$ cat src/rtl/riscv_pkg.sv
// Shared definitions for the memory/writeback pipeline stage.
//
// Contents:
//   DATA_W_DEF / ADDR_W_DEF / MADDR_W_DEF  default data, register-address
//                                          and byte-address widths
//   dmem_state_e                           data-memory controller FSM states
package riscv_pkg;

  localparam int DATA_W_DEF  = 32;
  localparam int ADDR_W_DEF  = 5;
  localparam int MADDR_W_DEF = 32;

  typedef enum logic [1:0] {
    ST_IDLE = 2'd0,
    ST_REQ  = 2'd1,
    ST_WAIT = 2'd2
  } dmem_state_e;

endpackage

$ cat src/rtl/dmem_ctrl.sv
// Data-memory access controller for the MEM/WB stage.
// Owns the IDLE/REQ/WAIT handshake FSM, the registers that capture a memory
// instruction when it is accepted, and the upstream stall.
//
// Ports:
//   clk, reset            clock, synchronous active-low reset
//   valid_i               EXE presents an instruction
//   mem_we_i, mem2rf_i    store / load flags
//   alu_result_i          ALU result (low MADDR_W bits are the byte address)
//   store_data_i          store data
//   rf_waddr_i            destination register
//   dmem_gnt_i            request accepted
//   dmem_rvalid_i         load data valid
//   stall_o               hold upstream pipeline latches
//   dmem_req_o/we_o/addr_o/wdata_o   memory request
//   idle_o                controller is idle (non-memory writeback allowed)
//   load_done_o           load data is arriving this cycle
//   cap_waddr_o           destination register of the captured instruction
module dmem_ctrl
  import riscv_pkg::*;
#(
  parameter int DATA_W  = DATA_W_DEF,
  parameter int ADDR_W  = ADDR_W_DEF,
  parameter int MADDR_W = MADDR_W_DEF
) (
  input  logic               clk,
  input  logic               reset,
  input  logic               valid_i,
  input  logic               mem_we_i,
  input  logic               mem2rf_i,
  input  logic [DATA_W-1:0]  alu_result_i,
  input  logic [DATA_W-1:0]  store_data_i,
  input  logic [ADDR_W-1:0]  rf_waddr_i,
  input  logic               dmem_gnt_i,
  input  logic               dmem_rvalid_i,
  output logic               stall_o,
  output logic               dmem_req_o,
  output logic               dmem_we_o,
  output logic [MADDR_W-1:0] dmem_addr_o,
  output logic [DATA_W-1:0]  dmem_wdata_o,
  output logic               idle_o,
  output logic               load_done_o,
  output logic [ADDR_W-1:0]  cap_waddr_o
);

  dmem_state_e        state_q, state_d;
  logic [MADDR_W-1:0] addr_q,  addr_d;
  logic [DATA_W-1:0]  wdata_q, wdata_d;
  logic               store_q, store_d;
  logic [ADDR_W-1:0]  waddr_q, waddr_d;

  logic access;
  logic in_idle, in_req, in_wait;

  assign access  = valid_i & (mem_we_i | mem2rf_i);
  assign in_idle = (state_q == ST_IDLE);
  assign in_req  = (state_q == ST_REQ);
  assign in_wait = (state_q == ST_WAIT);

  always_comb begin
    state_d = state_q;
    addr_d  = addr_q;
    wdata_d = wdata_q;
    store_d = store_q;
    waddr_d = waddr_q;
    unique case (state_q)
      ST_IDLE: begin
        if (access) begin
          state_d = ST_REQ;
          // Word-only access: the address is passed through untouched.
          addr_d  = alu_result_i[MADDR_W-1:0];
          wdata_d = store_data_i;
          // A store wins when both flags are set.
          store_d = mem_we_i;
          waddr_d = rf_waddr_i;
        end
      end
      ST_REQ: begin
        if (dmem_gnt_i) begin
          state_d = store_q ? ST_IDLE : ST_WAIT;
        end
      end
      ST_WAIT: begin
        if (dmem_rvalid_i) begin
          state_d = ST_IDLE;
        end
      end
      default: state_d = ST_IDLE;
    endcase
  end

  always_ff @(posedge clk) begin
    if (!reset) begin
      state_q <= ST_IDLE;
      addr_q  <= '0;
      wdata_q <= '0;
      store_q <= 1'b0;
      waddr_q <= '0;
    end else begin
      state_q <= state_d;
      addr_q  <= addr_d;
      wdata_q <= wdata_d;
      store_q <= store_d;
      waddr_q <= waddr_d;
    end
  end

  // Upstream advances only on the edge that completes the access. Gated by
  // reset so nothing upstream is held while the stage is being cleared.
  assign stall_o = reset & ((in_idle & access)
                         | (in_req  & ~(store_q & dmem_gnt_i))
                         | (in_wait & ~dmem_rvalid_i));

  assign dmem_req_o   = in_req;
  assign dmem_we_o    = store_q;
  assign dmem_addr_o  = addr_q;
  assign dmem_wdata_o = wdata_q;

  assign idle_o      = in_idle;
  assign load_done_o = in_wait & dmem_rvalid_i;
  assign cap_waddr_o = waddr_q;

endmodule

$ cat src/rtl/memwb_stage.sv
// MEM/WB pipeline stage: issues data-memory accesses for loads and stores and
// drives the register-file write port back to the decode stage.
//
// Ports:
//   clk, reset                       clock, synchronous active-low reset
//   valid_i                          EXE presents an instruction
//   alu_result_i, store_data_i       ALU result / address, store data
//   rf_waddr_i, rf_we_i              destination register and write flag
//   mem_we_i, mem2rf_i               store / load flags
//   stall_o                          hold FE/DE/EXE latches
//   dmem_req_o, dmem_we_o            memory request, request is a store
//   dmem_addr_o, dmem_wdata_o        request address and store data
//   dmem_gnt_i, dmem_rvalid_i        request accepted, load data valid
//   dmem_rdata_i                     load data
//   rf_waddr_o, rf_wdata_o, rf_we_o  register-file write port
module memwb_stage
  import riscv_pkg::*;
#(
  parameter int DATA_W  = DATA_W_DEF,
  parameter int ADDR_W  = ADDR_W_DEF,
  parameter int MADDR_W = MADDR_W_DEF
) (
  input  logic               clk,
  input  logic               reset,
  input  logic               valid_i,
  input  logic [DATA_W-1:0]  alu_result_i,
  input  logic [DATA_W-1:0]  store_data_i,
  input  logic [ADDR_W-1:0]  rf_waddr_i,
  input  logic               rf_we_i,
  input  logic               mem_we_i,
  input  logic               mem2rf_i,
  output logic               stall_o,
  output logic               dmem_req_o,
  output logic               dmem_we_o,
  output logic [MADDR_W-1:0] dmem_addr_o,
  output logic [DATA_W-1:0]  dmem_wdata_o,
  input  logic               dmem_gnt_i,
  input  logic               dmem_rvalid_i,
  input  logic [DATA_W-1:0]  dmem_rdata_i,
  output logic [ADDR_W-1:0]  rf_waddr_o,
  output logic [DATA_W-1:0]  rf_wdata_o,
  output logic               rf_we_o
);

  logic              idle;
  logic              load_done;
  logic [ADDR_W-1:0] cap_waddr;

  dmem_ctrl #(
    .DATA_W  (DATA_W),
    .ADDR_W  (ADDR_W),
    .MADDR_W (MADDR_W)
  ) u_dmem_ctrl (
    .clk           (clk),
    .reset         (reset),
    .valid_i       (valid_i),
    .mem_we_i      (mem_we_i),
    .mem2rf_i      (mem2rf_i),
    .alu_result_i  (alu_result_i),
    .store_data_i  (store_data_i),
    .rf_waddr_i    (rf_waddr_i),
    .dmem_gnt_i    (dmem_gnt_i),
    .dmem_rvalid_i (dmem_rvalid_i),
    .stall_o       (stall_o),
    .dmem_req_o    (dmem_req_o),
    .dmem_we_o     (dmem_we_o),
    .dmem_addr_o   (dmem_addr_o),
    .dmem_wdata_o  (dmem_wdata_o),
    .idle_o        (idle),
    .load_done_o   (load_done),
    .cap_waddr_o   (cap_waddr)
  );

  logic              we_q,    we_d;
  logic [ADDR_W-1:0] waddr_q, waddr_d;
  logic [DATA_W-1:0] wdata_q, wdata_d;

  logic alu_wr;
  logic ld_wr;

  // Non-memory instructions write back only when the controller is idle;
  // otherwise valid_i belongs to an instruction still held by the stall.
  // Writes to register 0 are dropped entirely so the port keeps its last value.
  assign alu_wr = idle & valid_i & ~(mem_we_i | mem2rf_i) & rf_we_i
                & (rf_waddr_i != '0);
  assign ld_wr  = load_done & (cap_waddr != '0);

  always_comb begin
    we_d    = 1'b0;
    waddr_d = waddr_q;
    wdata_d = wdata_q;
    if (ld_wr) begin
      we_d    = 1'b1;
      waddr_d = cap_waddr;
      wdata_d = dmem_rdata_i;
    end else if (alu_wr) begin
      we_d    = 1'b1;
      waddr_d = rf_waddr_i;
      wdata_d = alu_result_i;
    end
  end

  always_ff @(posedge clk) begin
    if (!reset) begin
      we_q    <= 1'b0;
      waddr_q <= '0;
      wdata_q <= '0;
    end else begin
      we_q    <= we_d;
      waddr_q <= waddr_d;
      wdata_q <= wdata_d;
    end
  end

  assign rf_we_o    = we_q;
  assign rf_waddr_o = waddr_q;
  assign rf_wdata_o = wdata_q;

endmodule

$ cat config.mk
export PLATFORM = sky130hd
export DESIGN_NAME = memwb_stage
export DESIGN_NICKNAME = d
export VERILOG_FILES = /design/src/rtl/riscv_pkg.sv /design/src/rtl/dmem_ctrl.sv /design/src/rtl/memwb_stage.sv
export SDC_FILE = /design/constraint.sdc
export NUM_CORES = 1
export LEC_CHECK = 0
export ABC_AREA = 1
export BUFFER_PORTS_ARGS = -buffer_cell sky130_fd_sc_hd__buf_4
export CORE_MARGIN = 1.5
export CORE_UTILIZATION = 40
export CTS_CLUSTER_DIAMETER = 80
export DETAILED_ROUTE_END_ITERATION = 8
export GPL_ROUTABILITY_DRIVEN = 0
export GPL_TIMING_DRIVEN = 0
export PLACE_DENSITY = 0.71
export SETUP_SLACK_MARGIN = 0.3
export SLEW_MARGIN = 20
export SYNTH_ARGS = -nofsm -noshare
export SYNTH_HDL_FRONTEND = slang
export SYNTH_HIERARCHICAL = 1
export SYNTH_SLANG_ARGS = --single-unit
$ cat constraint.sdc
create_clock -name clk -period 1.5 [get_ports clk]
set_input_delay 0.075 -clock clk [delete_from_list [all_inputs] [get_ports clk]]
set_output_delay 0.075 -clock clk [all_outputs]
set_load 0.1 [all_outputs]
# [Word-level counts from Yosys, hierarchy flattened]
# Cells that the tools add are included.
[op_classes] n_addsub=0 mul=0 n_div=0 n_lt_le_gt_ge=0 eq_ne=5 shift=0 muxes=11 n_bitwise=18 reduce_logical=6
[ops] cell="two-way mux 32 bit" n=2
[ops] cell="bitwise AND 1 bit" n=12
[ops] cell="two-way mux 5 bit" n=2
[ops] cell="nonzero test 5 bit" n=2
[ops] cell="two-way mux 2 bit" n=4
[ops] cell="one-hot mux 2 bit (3 select lines)" n=1
[ops] cell="inequality test 2 bit (second input constant)" n=2
[ops] cell="inverter 1 bit" n=3
[ops] cell="bitwise OR 1 bit" n=3
[ops] cell="AND reduction 3 bit" n=1
[ops] cell="== test 2 x 1 -> 1 bit (second input constant)" n=1
[ops] cell="== test 2 bit (second input constant)" n=1
[ops] cell="logical NOT 2 bit" n=1
[ops] cell="two-way mux 1 bit" n=2
[ops] cell="inequality test 2 x 1 -> 1 bit (second input constant)" n=1
[ops] cell="AND reduction 2 bit" n=1
[ops] cell="nonzero test 2 bit" n=1
[totals] register_bits=110 latchBits=0 ram_bits=0 mem_bits_ro=0 in_bits=109 memories=0

# [Depth between registers and ports, before layout]
[depth] depth_word=7 depth_mapped=10

# [Modules after synthesis]
# Netlist, hierarchy kept.
[by_module_without_submodules] mod="dmem_ctrl" instances=1 cells_each=468 area_each_um2=2985.4 seq_area_each_um2=1441.4
[by_module_without_submodules] mod="memwb_stage" instances=1 cells_each=377 area_each_um2=2219.6 seq_area_each_um2=760.7

# [Least setup slack after synthesis]
# Ideal clock, no wire load.
[synth_path] path_kind="reg2out" startpoint="reg u_dmem_ctrl.state_q[0]" endpoint="out stall_o" arrival_time_ps=2655 t_required_ps=1425 setup_slack_ps=-1230 path_stages_with_launch=7 n_path_buf=0 cell_sequence="dfxtp_1 -> inv_1 -> nor2_1 -> nand2_1 -> nand3_1 -> nand2_1 -> inv_1"
[synth_via] elab_chain_len=5 word_cells_on_any_way=9
[synth_rtl] item="start, declared" line="dmem_ctrl.sv:46" source="dmem_state_e state_q, state_d;"
[synth_rtl] item="start signal, assigned" line="dmem_ctrl.sv:100" source="state_q <= state_d;"
[synth_rtl] item="== test 2 x 1 -> 1 bit" line="dmem_ctrl.sv:57" source="assign in_req = (state_q == ST_REQ);"
[synth_rtl] item="named net dmem_req_o" line="memwb_stage.sv:33" source="output logic dmem_req_o,"
[synth_rtl] item="bitwise AND 1 bit" line="dmem_ctrl.sv:111" source="| (in_req & ~(store_q & dmem_gnt_i))"
[synth_rtl] item="bitwise OR 1 bit" line="dmem_ctrl.sv:111"
[synth_rtl] item="bitwise OR 1 bit" line="dmem_ctrl.sv:112" source="| (in_wait & ~dmem_rvalid_i));"
[synth_rtl] item="bitwise AND 1 bit" line="dmem_ctrl.sv:110" source="assign stall_o = reset & ((in_idle & access)"
[synth_rtl] item="end, declared" line="memwb_stage.sv:32" source="output logic stall_o,"
# The timed path passes the listed nets, and every way through them passes these cells.

# [Final worst setup path]
[layout_path] startpoint="reg u_dmem_ctrl.state_q[0]" endpoint="out stall_o"
[layout_via] elab_chain_len=5 word_cells_on_any_way=9
[layout_rtl] item="logical NOT 2 bit" line="dmem_ctrl.sv:56" source="assign in_idle = (state_q == ST_IDLE);"
[layout_rtl] item="named net idle" line="memwb_stage.sv:45" source="logic idle;"
[layout_rtl] item="bitwise AND 1 bit" line="dmem_ctrl.sv:110"
[layout_rtl] item="bitwise OR 1 bit" line="dmem_ctrl.sv:111"
[layout_rtl] item="bitwise OR 1 bit" line="dmem_ctrl.sv:112"
[layout_rtl] item="bitwise AND 1 bit" line="dmem_ctrl.sv:110"
# The timed path passes the listed nets, and every way through them passes these cells.

==> key figures <==
Floorplan
  – Row count: 41
  – Top-Level Pins: 214
  – Initial core utilization: 41.1%
  – Total core area: 12700 um^2
  – Full die area: 13700 um^2
  – Die Height: roughly 120 um
  – Chip width: 117 um

Route
  – Vias/cell: 4.52
  – Routed length per instance: 13.7 um
  – Routed WL: roughly 18 mm
  – Routed Antenna Nets: 0
  – DRC viols: 0
  – DR iter-0 viols: 467
  – First-pass iteration count of the detailed router: 5
  – Routed vias: 6075

Job
  – Max_cap viols: 0

Worst setup path
  – Worst path cell trace: nor2_4, nand3_4, buf_8, buf_8, nand3_2, nand2_2, clkinvlp_4, buf_12
  – Worst Path Arrival: 1.56 ns
  – Worst Setup End Kind: output port
  – Worst setup SP type: register
  – CP required: approximately 1.4 ns
  – Slowest CP cell: dfxtp_2
  – Cell mode on critical path: buf_8
  – Crit path kind: register to output port
  – Largest stage delay on the critical path: 0.34 ns
  – R2R cell count: 12
  – Crit path max fanout: 2

Power and ir drop
  – Leakage: a little under 5 nW
  – Peak supply drop: 0.747 mV
  – PD cells: 1040 nW/um^2

Timing
  – Max-slew headroom: 55.8%
  – Final WS setup: -0.134 ns
  – Tightest Pin Transition: approximately 0.66 ns
  – Period utilization: 109%
  – Count of final setup violators: 25
  – Max-slew violation count: 0
  – Fin. Hold Viols: 0
  – RSZ-0062 raised after global routing: yes
  – Worst Skew: just under 0.008 ns
  – Hold_ws: 0.0355 ns
  – Tmin final: between 1.5 and 2 ns
  – Setup TNS: -0.662 ns
  – Max Fclk: 612 MHz

Run status
  – Status: finished with violations
  – Failing checks: negative setup slack

Worst hold path
  – Hold Path Cell Cnt: 4
  – Worst hold path type: primary input to register

Global routing
  – Largest net degree at the start of global routing: 16
  – First-pass GRT wire length: 25.7 mm
  – Total Routing Usage GR: between 20% and 30%
  – Vias in the first global route: 5328
  – Grt total ovfl: 0
  – Initial antenna violation count: 0

Place
  – IO Port Bufs: 212
  – DP Wirelength: between 10 and 15 mm
  – Placed Area: slightly above 7000 um^2

CTS
  – CTS root buffer: clkbuf_16
  – CTS Buf Count: 9
  – CTS max path bufs: 2
  – CTS tree: done
  – Worst-Skew Late Latency: 0.35 ns
  – Htree depth: 3
  – Clock transition at the registers of the reported paths: 0.07 ns
  – Clock sink total: 110

Cells and area
  – Register area: 2330 um^2
  – Number of diodes: 0
  – Proportion of layout cells with a drive suffix above 1: 42.0%
  – Final non-filler cell area: 9150 um^2
  – FILL cells: ~1000
  – Synthesis-to-finish area growth: 75.9%
  – Footprint of the multi-input gates: 2580 um^2
  – Nets: 1277

Synth
  – Post-Syn Nets: 954
  – Yosys reg bits: 110
  – Synthesis Warnings: 6
  – Seq/Total Area, Yosys: approximately 42%
  – Post-Synthesis Cell Area: 5200 um^2
  – Yosys cell types: 20
  – Post-Syn Instances: 845
  – Avg Inst Size Synth: approximately 6 um^2
## sequential cells by signal, summed over array words and instances, names as in the netlist
name and count:
u_dmem_ctrl/cap_waddr_o 5, rf_waddr_o 5, u_dmem_ctrl/dmem_we_o 1, rf_wdata_o 32, rf_we_o 1, u_dmem_ctrl/state_q 2, u_dmem_ctrl/dmem_addr_o 32, u_dmem_ctrl/dmem_wdata_o 32
## path summary, 6_finish.rpt
kind | from | to | slack [ns]
setup reg to reg | u_dmem_ctrl/state_q[0] | rf_wdata_o[27] | -0.04
setup / recovery | u_dmem_ctrl/state_q[0] | stall_o | -0.13
hold / removal | mem2rf_i | u_dmem_ctrl/dmem_we_o | 0.04
hold reg to reg | u_dmem_ctrl/dmem_addr_o[0] | u_dmem_ctrl/dmem_addr_o[0] | 0.51
## final cells by class
cell class	count	area share, %
repair buffers	312	30.5
multi-input cells	569	28.2
flip-flops and latches	110	25.5
plain buffers	50	5.80
inverters	116	4.83
clock buffers	13	2.73
well taps	172	2.35
clock inverters	1	0.0820
## synthesized netlist by cell type, drive strengths merged
cell	instances	area share, %
nand3	75	7.3
nand4	1	0.12
nor2	223	16
buf	38	4.7
nand3b	2	0.53
clkbuf	12	0.87
inv	116	8.4
a21oi	1	0.096
a21boi	1	0.14
dfxtp	110	42
nand2	266	19
## critical path, delay by kind of cell (launching register included)
family                 cells  cell delay [ns]
DFF                        1             0.34
buffers and inverters      4             0.52
and+or+nand+nor            4             0.34
## through the flow
step	std cells	utilization (%)	setup slack (ns)	total power, W
after detailed placement	1229	56.8	-0.212	0.00672
after floorplan	845	-	-0.0980	0.00590
after global routing	1343	72.2	-0.216	0.00992
after CTS	1324	66.6	-0.181	0.00921
after global placement	1229	56.8	-0.211	0.00671
final	1343	72.2	-0.134	0.00953
## kinds of logic (layout without fill, tap and decap cells)
logic type,after synthesis,count (layout),share of synthesized area (%)
and+or+nand+nor,567,567,43.5
DFF,110,110,42.3
buffers and inverters,166,492,13.9
AOI/OAI and AO/OA,2,2,0.240
## cell usage in the layout (no fill, tap or decap), types with 2 or more instances in the layout
cell	count
nand2_2	9
nor2_1	144
nand2_1	255
dfxtp_1	6
clkbuf_1	12
buf_8	9
buf_4	225
clkbuf_2	3
nor2_2	66
inv_1	113
nand3_1	73
nor2_4	13
dlygate4sd3_1	70
buf_1	3
buf_12	13
nand2_4	2
clkinvlp_4	2
buf_6	14
clkbuf_16	20
buf_2	4
dfxtp_2	103
## routing by layer
| metal | share of wire (%) | track usage, % |
|---|---|---|
| met3 | 6.7 | 6.08 |
| met5 | 0 | 0 |
| met4 | 2.0 | 8.51 |
| met1 | 42 | 29.6 |
| met2 | 49 | 42.2 |
## power by group
group | switching, W | total [W] | internal [W]
clock network | 0.00106 | 0.00221 | 0.00116
logic | 0.00271 | 0.00397 | 0.00126
registers | 0.000138 | 0.00335 | 0.00321
total | 0.00391 | 0.00953 | 0.00562
## what timing repair did
item	4_1_cts	5_1_grt
hold endpoints to repair	70	0
cloned	1	11
gates resized for setup	49	125
hold buffers	70	0
setup buffers	10	8
setup endpoints to repair	111	111
pin swaps	18	21
Note: power is estimated with default switching activity, not from simulation.
